==> config.mk <==
export PLATFORM = sky130hd
export DESIGN_NAME = ring_osc_meter
export DESIGN_NICKNAME = d
export VERILOG_FILES = /design/src/rtl/ring_osc_pkg.sv /design/src/rtl/ro_edge_sync.sv /design/src/rtl/ring_osc_meter.sv
export SDC_FILE = /design/constraint.sdc
export NUM_CORES = 1
export LEC_CHECK = 0
export ABC_AREA = 1
export BUFFER_PORTS_ARGS = -buffer_cell sky130_fd_sc_hd__buf_2
export CORE_ASPECT_RATIO = 0.7
export CORE_MARGIN = 4
export CORE_UTILIZATION = 30
export DETAILED_ROUTE_END_ITERATION = 6
export GPL_ROUTABILITY_DRIVEN = 1
export PLACE_DENSITY = 0.54
export SKIP_CTS_REPAIR_TIMING = 1
export SYNTH_ARGS = -nofsm -noshare
export SYNTH_HDL_FRONTEND = slang
export SYNTH_SLANG_ARGS = --single-unit
==> constraint.sdc <==
create_clock -name clk -period 3.02 [get_ports clk]
set_clock_uncertainty 0.15 [all_clocks]
set_input_delay 0.302 -clock clk [delete_from_list [all_inputs] [get_ports clk]]
set_output_delay 0.302 -clock clk [all_outputs]
set_load 0.01 [all_outputs]
==> src/rtl/ring_osc_pkg.sv <==
// rtl/ring_osc_pkg.sv - shared state type and enable codes for the ring oscillator meter
package ring_osc_pkg;

  typedef enum logic [1:0] {
    IDLE   = 2'd0,
    SETTLE = 2'd1,
    GATE   = 2'd2,
    DONE   = 2'd3
  } state_t;

  localparam logic [2:0] RO_EN_OFF = 3'b000;
  localparam logic [2:0] RO_EN_SEL [0:3] = '{3'b100, 3'b101, 3'b110, 3'b111};

  // bit 2 enables the oscillator, bits 1:0 pick the ring length
  function automatic logic [2:0] ro_en_code(input logic [1:0] sel);
    return RO_EN_SEL[sel];
  endfunction

endpackage

==> src/rtl/ro_edge_sync.sv <==
// rtl/ro_edge_sync.sv - synchronizer and rising-edge pulse for the oscillator output
module ro_edge_sync #(
  parameter int SYNC_STAGES = 2
) (
  input  logic clk,
  input  logic rst,
  input  logic ro_in,
  output logic rise
);

  logic [SYNC_STAGES-1:0] sync;
  logic                   prev;

  // shift ro_in through the synchronizer; prev holds last synchronized level every cycle
  always_ff @(posedge clk or posedge rst) begin
    if (rst) begin
      sync <= '0;
      prev <= 1'b0;
    end else begin
      sync <= {sync[SYNC_STAGES-2:0], ro_in};
      prev <= sync[SYNC_STAGES-1];
    end
  end

  assign rise = sync[SYNC_STAGES-1] & ~prev;

endmodule

==> src/rtl/ring_osc_meter.sv <==
// rtl/ring_osc_meter.sv - settle/gate controller and saturating edge counter for the ring oscillator
module ring_osc_meter
  import ring_osc_pkg::*;
#(
  parameter int CNT_W       = 16,
  parameter int GATE_CYC    = 1000,
  parameter int SETTLE_CYC  = 16,
  parameter int SYNC_STAGES = 2
) (
  input  logic             clk,
  input  logic             rst,
  input  logic             start,
  input  logic             abort,
  input  logic [1:0]       stage_sel,
  input  logic             ro_in,
  output logic [2:0]       ro_en,
  output logic             busy,
  output logic             done,
  output logic [CNT_W-1:0] count,
  output logic             overflow
);

  localparam int TMR_MAX = (GATE_CYC > SETTLE_CYC) ? GATE_CYC : SETTLE_CYC;
  localparam int TMR_W   = $clog2(TMR_MAX + 1);
  localparam logic [TMR_W-1:0] SETTLE_LAST = TMR_W'(SETTLE_CYC - 1);
  localparam logic [TMR_W-1:0] GATE_LAST   = TMR_W'(GATE_CYC - 1);
  localparam logic [CNT_W-1:0] CNT_MAX     = {CNT_W{1'b1}};

  state_t           state, state_nxt;
  logic [TMR_W-1:0] tmr, tmr_nxt;
  logic [CNT_W-1:0] cnt, cnt_nxt;
  logic             ovf_int, ovf_nxt;
  logic [1:0]       sel_q, sel_nxt;
  logic             rise;

  ro_edge_sync #(
    .SYNC_STAGES(SYNC_STAGES)
  ) u_sync (
    .clk  (clk),
    .rst  (rst),
    .ro_in(ro_in),
    .rise (rise)
  );

  // next-state, phase timer and saturating edge counter
  always_comb begin
    state_nxt = state;
    tmr_nxt   = tmr;
    cnt_nxt   = cnt;
    ovf_nxt   = ovf_int;
    sel_nxt   = sel_q;
    case (state)
      IDLE: begin
        // start wins over abort here because abort is not looked at in IDLE
        if (start) begin
          state_nxt = SETTLE;
          tmr_nxt   = '0;
          cnt_nxt   = '0;
          ovf_nxt   = 1'b0;
          sel_nxt   = stage_sel;
        end
      end
      SETTLE: begin
        if (abort) begin
          state_nxt = IDLE;
        end else if (tmr == SETTLE_LAST) begin
          state_nxt = GATE;
          tmr_nxt   = '0;
        end else begin
          tmr_nxt = tmr + 1'b1;
        end
      end
      GATE: begin
        if (rise) begin
          if (cnt == CNT_MAX) ovf_nxt = 1'b1;
          else                cnt_nxt = cnt + 1'b1;
        end
        if (abort) begin
          state_nxt = IDLE;
        end else if (tmr == GATE_LAST) begin
          state_nxt = DONE;
        end else begin
          tmr_nxt = tmr + 1'b1;
        end
      end
      DONE: begin
        state_nxt = IDLE;
      end
      default: begin
        state_nxt = IDLE;
      end
    endcase
  end

  // state register; outputs are registered from the next state so they align with it
  always_ff @(posedge clk or posedge rst) begin
    if (rst) begin
      state    <= IDLE;
      tmr      <= '0;
      cnt      <= '0;
      ovf_int  <= 1'b0;
      sel_q    <= 2'd0;
      ro_en    <= RO_EN_OFF;
      busy     <= 1'b0;
      done     <= 1'b0;
      count    <= '0;
      overflow <= 1'b0;
    end else begin
      state   <= state_nxt;
      tmr     <= tmr_nxt;
      cnt     <= cnt_nxt;
      ovf_int <= ovf_nxt;
      sel_q   <= sel_nxt;
      ro_en   <= (state_nxt == SETTLE || state_nxt == GATE) ? ro_en_code(sel_nxt) : RO_EN_OFF;
      busy    <= (state_nxt != IDLE);
      done    <= (state_nxt == DONE);
      // the final gate cycle's edge is included because cnt_nxt already holds it
      if (state_nxt == DONE) begin
        count    <= cnt_nxt;
        overflow <= ovf_nxt;
      end
    end
  end

endmodule

[Yosys cells after proc, flatten, opt, wreduce, memory -nomap -nowiden]
Index checks and enable logic that the tools add are counted.
W data, S select, Z words.
Cells by class
  $add $sub $neg: 2
  multipliers: 0
  divide/modulo/power cells: 0
  order comparisons: 1
  equality and inequality tests: 13
  shift-type cells: 0
  multiplexer cells: 26
  bitwise operators: 3
  reductions and logical operators: 5
Operators by type and width (count)
  $mux W10: 5
  $mux W16: 3
  $pmux W16 S2: 1
  $pmux W10 S3: 1
  $add A16 B1 Y16 const B: 1
  $eq A16 B16 Y1 const B: 1
  $mux W2: 7
  $add A10 B1 Y10 const B: 1
  $eq A10 B10 Y1 const B: 1
  $eq A10 B4 Y1 const B: 1
  $mux W3: 3
  $eq A2 B2 Y1 const B: 4
  $ne A2 B2 Y1 const B: 4
  $pmux W2 S4: 1
  $bmux W3 S2: 1
  $reduce_and A5 Y1: 1
  $eq A2 B1 Y1 const B: 2
  $ge A3 B3 Y1 const B: 1
  $mux W1: 3
  $not A2 Y3: 1
  $reduce_bool A3 Y1: 1
  $logic_not A2 Y1: 1
  $pmux W1 S2: 1
  $reduce_bool A2 Y1: 1
  other kinds (3): 3
Word-level totals
  bits in registers: 56
  bits in latches: 0
  bits in writable memories: 0
  bits in read-only memories: 0
  bits of input ports: 7
  logic and storage cells: 62
  memories kept: 0

[Logic depth before layout (Yosys ltp)]
Gate-level depths: netlist of the first run.
  depth in word-level cells: 7
  mapped depth: 14
  mapped depth without buffers: 12

[Modules after synthesis]
A second synthesis of the first run with hierarchy kept.
Unflattened totals
  cell total of the unflattened synthesis: 383
  area total of the unflattened synthesis: 3061.7 um2
Modules (own cells, without submodules)
  ring_osc_meter: instances 1, cells an instance 377, area each 2972.9 um2, seq. area each 1326.3 um2
  ro_edge_sync: instances 1, cells an instance 6, area each 88.8 um2, seq. area each 75.1 um2

[Worst setup path before layout of the first run]
OpenSTA, ideal clock, no wires.
  path type: register to register
  start: reg state[1]
  end: reg count[5]
  library setup time: 0.117 ns
  arrival time: 2.071 ns
  required time: 2.753 ns
  setup slack: 0.681 ns
  stages on the path, launching flop included: 13
  clock period less this slack: 2.339 ns
  path through: dfrtp_1 > inv_1 > ha_1 > inv_1 > nor2_2 > inv_1 > o21ai_0 > ha_1 > buf_4 > inv_1 > buf_2 > nand2_1 > nand2_1
Between the ends
  word-level cells in the longest chain between the ends: 4
  elaborated cells on any way between the ends: 12
  those cells by class: eq/ne: 4; mux: 7; reduce/logical: 1
RTL lines
  start, declared: line ring_osc_meter.sv:29  | state_t state, state_nxt;
  start signal, assigned: line ring_osc_meter.sv:109  | state <= state_nxt;
  $mux W2 (on tied branches): line ring_osc_meter.sv:80, ring_osc_meter.sv:66
  $mux W2 (on tied branches): line ring_osc_meter.sv:78, ring_osc_meter.sv:64
  $pmux W2 S4 *: line ring_osc_meter.sv:52  | case (state)
  named net state_nxt[1]: line ring_osc_meter.sv:29
  $eq A2 B2 Y1 *: line ring_osc_meter.sv:118  | if (state_nxt == DONE) begin
  end signal, assigned: line ring_osc_meter.sv:119  | count <= cnt_nxt;
  end, declared: line ring_osc_meter.sv:19  | output logic [CNT_W-1:0] count,
Mark *: on every way through the listed nets, which the timed path passes. The rest lies on a longest branch.
A chain may end at the register's enable or synchronous reset.

[Worst setup path after layout of the first run]
  start: reg state[1]
  end: reg count[10]
Same word-level chain as after synthesis.

==> results.toml, run 1 <==
[outcome]
status = "finished, final reports clean"

[layout]
register_area_sq_um = 1400
area_delta_synth_final_pct = 14.2
fin_nets = 456
n_fill_cell = 1066
diodes = 0
stdcell_count = 569
multi_input_area_sq_um = 1460
drive_above_1_share = 0.159

[floorplanning]
core_sq_um = 9910
dieArea_sq_um = 12100
die_h_microns = 93.2
rows = 30
die-width_microns = 130
ioPinCount = 29
initial_core_util = 0.314

[global_routing]
grt_antenna_before_repair = 0
grt_max_degree = 57
gr-total-overflow = 0
grt_pass1_wl_microns = 12400
grt_pass1_vias = 2478
grt_use_total = 0.128

[setup_path]
path_common_cell = "inv_1"
crit_path_start_kind = "register"
path_class = "register to register"
r2r-start = "state[1]"
cp_max_fo = 16
path_cells = "inv_1 > ha_1 > inv_1 > nor2_2 > inv_1 > o21ai_1 > ha_1 > inv_1 > nand2_1 > nand2_1"
critPathLaunch = "state[1]"
worstPathArrival_ns = 2.65
critPathSlowestCell = "dfrtp_1"
cp-end-kind = "register"
critPathMaxStageDelay_ns = 0.40
required_ns = 3.06

[logic_synthesis]
avgSynthCellArea_sq_um = 7.65
synthTopCellsByArea = "dfrtp_1 (45%), nand2_1 (16%), nand3_1 (7.1%)"
yosys_warnings = 0
syn-num-nets = 423
syn-cell-area_sq_um = 3110
seq_area_frac_synth = 0.450
ys_ff_latch = 56
synth.distinct_cells = 33
synthCells = 407
synth_top_area_cell = "dfrtp_1"
yosys.area.top_type_share = 0.450

[timing]
max_slew.worst_pin.slew_ns = 0.716
fmax_mhz = 384
final_max_slew_viol_count = 0
worst_slack_ns = 0.416
fin_crit_ns = 2.60
fin_tns_setup_ns = 0
final-setup-viol-count = 0
fin_hold_ws_ns = 0.0386
maxSlewHeadroom = 0.522
fin_crit_sh = 0.862
finalHoldViolations = 0
rsz0062_at_grt = "false"

[clock_network]
clockBufferDepth = 2
numCtsBuffers = 5
htree_num_levels = 2
insertion_delay_ns = 0.30
clockRootBuffer = "clkbuf_16"
numClockSinks = 56
clkTransAtPathRegs_ns = 0.07
tritoncts = "built"

[placed_design]
portBuffers = 28
place_congestion = 0.827
place_hpwl_microns = 5350
dp.cells = 560
pre_cts_ws_ns = 0.257

[power]
swShare = 0.316
p_per_area_nw_per_um2 = 531
p_clk_frac = 0.318
power_w = 0.00189
power_switching_w = 0.000596
vdd_drop_max_mv = 0.217
p_leak_nw = 1.86
power.internal_w = 0.00129
seqPwrFrac = 0.453
combPwrFrac = 0.229

[drt]
drc = 0
drtIter0Drc = 109
drt_wl_total_microns = 7290
routed_via_density = 4.54
vias = 2585
drt_pass1_iterations = 4
ant_nets = 0
post_drt_wl_per_cell_microns = 12.8

[flow_run]
drv_cap = 0

[hold_path]
hp-class = "primary input to async pin"
registers in the layout, indices dropped and copies added (netlist names):
signal and count:
cnt 16, count 16, tmr 10, ro_en 3, sel_q 2, state 2
u_sync.sync 2, busy 1, done 1, overflow 1, ovf_int 1, u_sync.prev 1
cells in the final DEF, fill, tap and decap left out, types with 4 or more instances in the layout:
cell,instances
xor2_1,7
clkbuf_16,5
nand3_1,44
nor3_1,4
nand2_1,135
inv_2,5
ha_1,9
nor3_2,4
buf_2,28
dfrtp_1,56
o21ai_0,7
nand2_2,13
buf_4,4
nor2_1,31
inv_1,50
nand4_1,7
critical path, delay by kind of cell (launching register included):
kind	cells	cell delay [ns]
buffers and inverters	4	0.65
AND/OR/NAND/NOR	3	0.56
adder cells (fa/ha/maj)	2	0.48
flip-flops	1	0.40
AO/OA/AOI/OAI	1	0.28
logic make-up (layout without fill, tap and decap cells):
logic type	after synthesis	count (layout)	synth area share
adder cells (fa/ha/maj)	9	9	0.0362
AO/OA/AOI/OAI	20	20	0.0402
flip-flops	56	56	0.450
XOR/XNOR	9	9	0.0253
AND/OR/NAND/NOR	251	251	0.366
buffers and inverters	62	96	0.0820
cell type report:
| class | instances | area share |
|---|---|---|
| multi-input cells | 289 | 0.410 |
| flip-flops and latches | 56 | 0.394 |
| inverters | 55 | 0.0581 |
| repair buffers | 33 | 0.0507 |
| well taps | 128 | 0.0450 |
| clock buffers | 7 | 0.0401 |
| clock inverters | 1 | 0.00211 |
layer usage:
metal / vias to the layer above / wire (microns) / track usage / part of all wire
met5: - / 0 / 0 / 0
met4: 0 / 145 / 0.0493 / 0.020
met3: 9 / 314 / 0.0280 / 0.043
met2: 54 / 3080 / 0.181 / 0.42
met1: 1185 / 3750 / 0.188 / 0.51
li1: 1337 / - / - / -
per-stage QoR:
stage               cell area [sq um]   util
global placement                 3400  0.343
detailed placement               3400  0.343
finish                           3560  0.359
floorplan                        3110      -
global route                     3560  0.359
CTS                              3550  0.358
final timing paths:
| path | slack (ns) | end | cells after the start |
|---|---|---|---|
| min reg2reg | 0.22 | u_sync.sync[1] | 0 |
| min | 0.04 | count[10] | 3 |
| min in group clk | 0.13 | sel_q[0] | 3 |
| max reg2reg | 0.42 | count[10] | 10 |
| max in group asynchronous | 2.19 | tmr[7] | 3 |
| max | 0.42 | count[10] | 10 |
power by group through the flow:
stage	clock, W	combinational, W	sequential (W)
floorplan	0	0.000273	0.000886
global route	0.000647	0.000492	0.000863
CTS	0.000616	0.000443	0.000855
detailed placement	0	0.000441	0.000869
global placement	0	0.000434	0.000868
finish	0.000601	0.000433	0.000855
cells in the mapped netlist:
master       n
a21boi_1     1
nand3_2      1
o21ai_0      8
or2_2        2
a21oi_1      1
xor2_1       7
o211ai_1     2
xnor2_1      2
nor3_2       4
nand3_1     44
nor3_1       4
nand4_2      1
nand4_1      7
nand2_1    135
o21bai_1     3
nor2_2       1
inv_2        4
o2111ai_1    1
o21a_1       2
nand3b_1     1
ha_1         9
buf_4        3
buf_6        1
and2_1       3
a31oi_1      1
nor2_1      31
nand2_4      1
nor2_4       3
o21ai_1      1
dfrtp_1     56
buf_2        3
nand2_2     13
inv_1       51
Power figures use the tool's default switching activity.
==> run 2, diff against run 1 <==
Settings changed: ABC_AREA 1 to 0.
==> run 2 against run 1 <==
Power shrank 1.7%. Critical path depth shrank 2. First-iteration DRC count grew 40%.
==> results.toml, run 2 <==
[flow_run]
drv_cap = 0

[layout]
drive_above_1_share = 0.223
area_delta_synth_final_pct = 17.5
layout_common_cells = "dfrtp_1 (56), nand2_1 (34), buf_2 (28)"
fin_nets = 343
reg_top3 = "cnt x16, count x16, tmr x10"
n_fill_cell = 981
stdcell_count = 452
final_common_cell = "dfrtp_1"
diodes = 0

[power]
vdd_drop_max_mv = 0.259
p_per_area_nw_per_um2 = 537
p_leak_nw = 1.56

[global_routing]
grt_busiest_layer = "met1"
grt_pass1_vias = 2275
use_met3 = 0.0236
gr-total-overflow = 0
use_met2 = 0.169
grt_max_degree = 57
grt_antenna_before_repair = 0
grt_use_total = 0.127
gr-usage-met1 = 0.208
grt_pass1_wl_microns = 12000

[logic_synthesis]
avgSynthCellArea_sq_um = 10.1
synthCells = 292
yosys_warnings = 0
synth_common_cells = "dfrtp_1 (56), nand2_1 (34), nor2_1 (18), o21ai_0 (17), mux2_2 (13)"
synth.most_common_cell = "dfrtp_1"
syn-cell-area_sq_um = 2940
synth.distinct_cells = 62
yosys.area.top_type_share = 0.477
syn-num-nets = 308
synth_top_area_cell = "dfrtp_1"
async_reset_ff_frac = 1.00
synthTopCellsByArea = "dfrtp_1 (48%), mux2_2 (5.0%), nand2_1 (4.3%)"
synth_ff_type = "dfrtp_1"
ys_ff_latch = 56
seq_area_frac_synth = 0.477
synth_edf_count = 0

[floorplanning]
die_h_microns = 90.8
die-width_microns = 126
core_sq_um = 9290
initial_core_util = 0.316
dieArea_sq_um = 11500
ioPinCount = 29
rows = 29

[clock_network]
numCtsBuffers = 5
clockBufferDepth = 2
clockRootBuffer = "clkbuf_16"
tritoncts = "built"
htree_num_levels = 2
clkTransAtPathRegs_ns = 0.07
numClockSinks = 56
insertion_delay_ns = 0.30

[timing]
fin_crit_ns = 2.82
final_max_slew_viol_count = 0
max_slew.worst_pin.slew_ns = 0.917
final-setup-viol-count = 0
fmax_mhz = 354
fin_tns_setup_ns = 0
rsz0062_at_grt = "false"
finalHoldViolations = 0
fin_crit_sh = 0.934
worst_slack_ns = 0.198
maxSlewHeadroom = 0.371

[setup_path]
r2r-start = "tmr[0]"
path_class = "register to register"
path_cells = "ha_2 > nand3b_1 > or4_4 > a211oi_2 > a2bb2oi_2 > ha_1 > buf_12 > mux2_2"
critPathLaunch = "tmr[0]"
crit_path_start_kind = "register"
crit_buf_inv = 1
cp-end-kind = "register"
cp_top_family = "simple AND/OR/NAND/NOR gates"
critPathMaxStageDelay_ns = 0.56
cp_max_fo = 24
worstPathArrival_ns = 2.85
critPathSlowestCell = "or4_4"
reg2reg_slack_ns = 0.20
required_ns = 3.05

[placed_design]
pre_cts_ws_ns = 0.109
dp.cells = 442
place_hpwl_microns = 5240
portBuffers = 28
place_congestion = 0.874

[outcome]
status = "finished, final reports clean"

[drt]
ant_nets = 0
drc = 0
post_drt_wl_per_cell_microns = 15.8
drt_wl_total_microns = 7140
routed_via_density = 5.21
drt_pass1_iterations = 4
vias = 2357
drtIter0Drc = 153

[hold_path]
hp-class = "primary input to register"
min_from = "stage_sel[0]"
run 2: final timing paths:
path / end / cells past startpoint
min reg2reg: u_sync.sync[1] / 0
max: count[3] / 8
max in group asynchronous: count[9] / 4
max reg2reg: count[3] / 8
min: sel_q[0] / 2
min in group asynchronous: ro_en[0] / 4
run 2: cell families after synthesis:
kind of cell / after synthesis / share of synthesized area
muxes: 16 / 0.0634
xor gates and xnor gates: 3 / 0.00894
and+or+nand+nor: 116 / 0.218
AOI/OAI and AO/OA: 71 / 0.166
buffers and inverters: 21 / 0.0281
DFF: 56 / 0.477
adders and majority gates: 9 / 0.0383
run 2: cell type report:
cell class | count | area, sq um | area share
Timing Repair Buffer | 37 | 238 | 0.0688
Tap cell | 124 | 155 | 0.0449
Clock buffer | 5 | 125 | 0.0362
Multi-Input combinational cell | 215 | 1470 | 0.425
Inverter | 12 | 45.0 | 0.0130
Clock inverter | 3 | 21.3 | 0.00616
Sequential cell | 56 | 1400 | 0.406
run 2: metal layers:
metal  vias to the layer above  part of all wire
li1                       1156                 -
met1                      1148              0.57
met2                        48              0.38
met3                         5             0.037
met4                         0            0.0088
met5                         -                 0
run 2: through the flow:
step / utilization / hold WS [ns] / power (W) / instance area [sq um]
4_1_cts: 0.368 / -0.0826 / 0.00186 / 3420
3_3_place_gp: 0.353 / 0.185 / 0.00126 / 3270
2_1_floorplan: - / 0.181 / 0.00112 / 2940
6_report: 0.372 / 0.112 / 0.00186 / 3450
5_1_grt: 0.372 / 0.107 / 0.00197 / 3450
3_5_place_dp: 0.353 / 0.193 / 0.00127 / 3270
run 2: where the power goes:
group / internal, W / switching (W)
Clock: 0.000310 / 0.000278
Sequential: 0.000805 / 0.0000259
Combinational: 0.000161 / 0.000277
==> run 3, diff against run 2 <==
Clock period 3.02 ns to 2.7 ns, I/O delays scaled along.
==> run 3 against run 2 <==
Count of clock-buffer cells in the layout unchanged. Cell area rose by 5.6%. Die area did not move. Critical path depth unchanged. Sequential power up 12%. Power is 17% higher. Critical path type unchanged.
==> results.toml, run 3 (synthesis gave the netlist of run 2 again) <==
[outcome]
status = "finished, final reports clean"

[drt]
drt_pass1_iterations = 4
ant_nets = 0
top_layer_used = "met4"
routed_via_density = 5.11
drc = 0
wl_met3_microns = 419
vias = 2409
drtIter0Drc = 147
drt_wl_total_microns = 7280
post_drt_wl_per_cell_microns = 15.5
route.met2.wl_microns = 2710
wirelength_met1_microns = 4060

[layout]
layout_common_cells = "dfrtp_1 (55), nand2_1 (34), buf_2 (28)"
reg_top3 = "cnt x16, count x16, tmr x10"
fin_nets = 362
stdcell_count = 471
drive_above_1_share = 0.285
diodes = 0
register_area_sq_um = 1400
final_common_cell = "dfrtp_1"
n_fill_cell = 939
multi_input_area_sq_um = 1520
area_delta_synth_final_pct = 24.1

[hold_path]
worstHoldPathCells = 2
hp-class = "primary input to register"

[clock_network]
insertion_delay_ns = 0.30
clockBufferDepth = 2
clkTransAtPathRegs_ns = 0.07
clockRootBuffer = "clkbuf_16"
numClockSinks = 56
numCtsBuffers = 5
tritoncts = "built"
htree_num_levels = 2

[floorplanning]
die-width_microns = 126
core_sq_um = 9290
rows = 29
die_h_microns = 90.8
ioPinCount = 29
initial_core_util = 0.316
dieArea_sq_um = 11500

[setup_path]
cp_max_fo = 10
required_ns = 2.74
path_class = "register to register"
crit_path_start_kind = "register"
r2r_cells = 8
cp-end-kind = "register"
worstPathArrival_ns = 2.65

[timing]
worst_slack_ns = 0.0819
maxSlewHeadroom = 0.604
final_max_slew_viol_count = 0
final-setup-viol-count = 0
fin_tns_setup_ns = 0
finalHoldViolations = 0
fin_crit_ns = 2.62
max_slew.worst_pin.slew_ns = 0.592
fmax_mhz = 382
fin_crit_sh = 0.970

[power]
p_per_area_nw_per_um2 = 596
p_leak_nw = 1.66
vdd_drop_max_mv = 0.457

[flow_run]
drv_cap = 0

[global_routing]
grt_pass1_vias = 2402
grt_pass1_wl_microns = 12400
grt_max_degree = 29
gr-total-overflow = 0
grt_use_total = 0.133
grt_antenna_before_repair = 0

[placed_design]
place_congestion = 0.878
place_hpwl_microns = 5420
portBuffers = 28
pre_cts_ws_ns = 0.0209
dp.cells = 458
run 3: path summary, 6_finish.rpt:
kind | startpoint | endpoint | slack (ns)
min | stage_sel[1] | sel_q[1] | 0.07
max in group asynchronous | rst | tmr[5] | 1.21
max | tmr[1] | count[8] | 0.08
max reg2reg | tmr[1] | count[8] | 0.08
min in group asynchronous | rst | ro_en[1] | 0.43
min reg2reg | u_sync.sync[0] | u_sync.sync[1] | 0.21
run 3: layer usage:
layer  GRT usage  vias up
met5           0        -
met4      0.0420        0
met3      0.0254        6
met2       0.174       72
met1       0.213     1143
li1            -     1188
run 3: critical path: stages, from the launching register on:
cell	delay (ns)
dfrtp_1	0.37
ha_2	0.18
nand3b_1	0.10
or4_4	0.55
a211oi_4	0.28
a2bb2oi_2	0.22
ha_4	0.18
buf_12	0.14
mux2_2	0.33
run 3: stage by stage:
step | cell area, sq um | power [W] | utilization | hold slack, ns
6_report | 3650 | 0.00218 | 0.393 | 0.0716
5_1_grt | 3650 | 0.00231 | 0.393 | 0.0678
4_1_cts | 3560 | 0.00217 | 0.383 | -0.107
3_5_place_dp | 3410 | 0.00149 | 0.367 | 0.198
3_3_place_gp | 3410 | 0.00149 | 0.367 | 0.183
2_1_floorplan | 2990 | 0.00127 | - | 0.151
run 3: area by class of cell:
class                           count  share of cell area
Clock inverter                      3             0.00686
Clock buffer                        5              0.0343
Multi-Input combinational cell    215               0.416
Tap cell                          124              0.0425
Timing Repair Buffer               56               0.103
Sequential cell                    56               0.385
Inverter                           12              0.0123
run 3: power breakdown:
part	switching, W	internal, W
registers	0.0000273	0.000901
logic	0.000340	0.000244
clock network	0.000312	0.000351
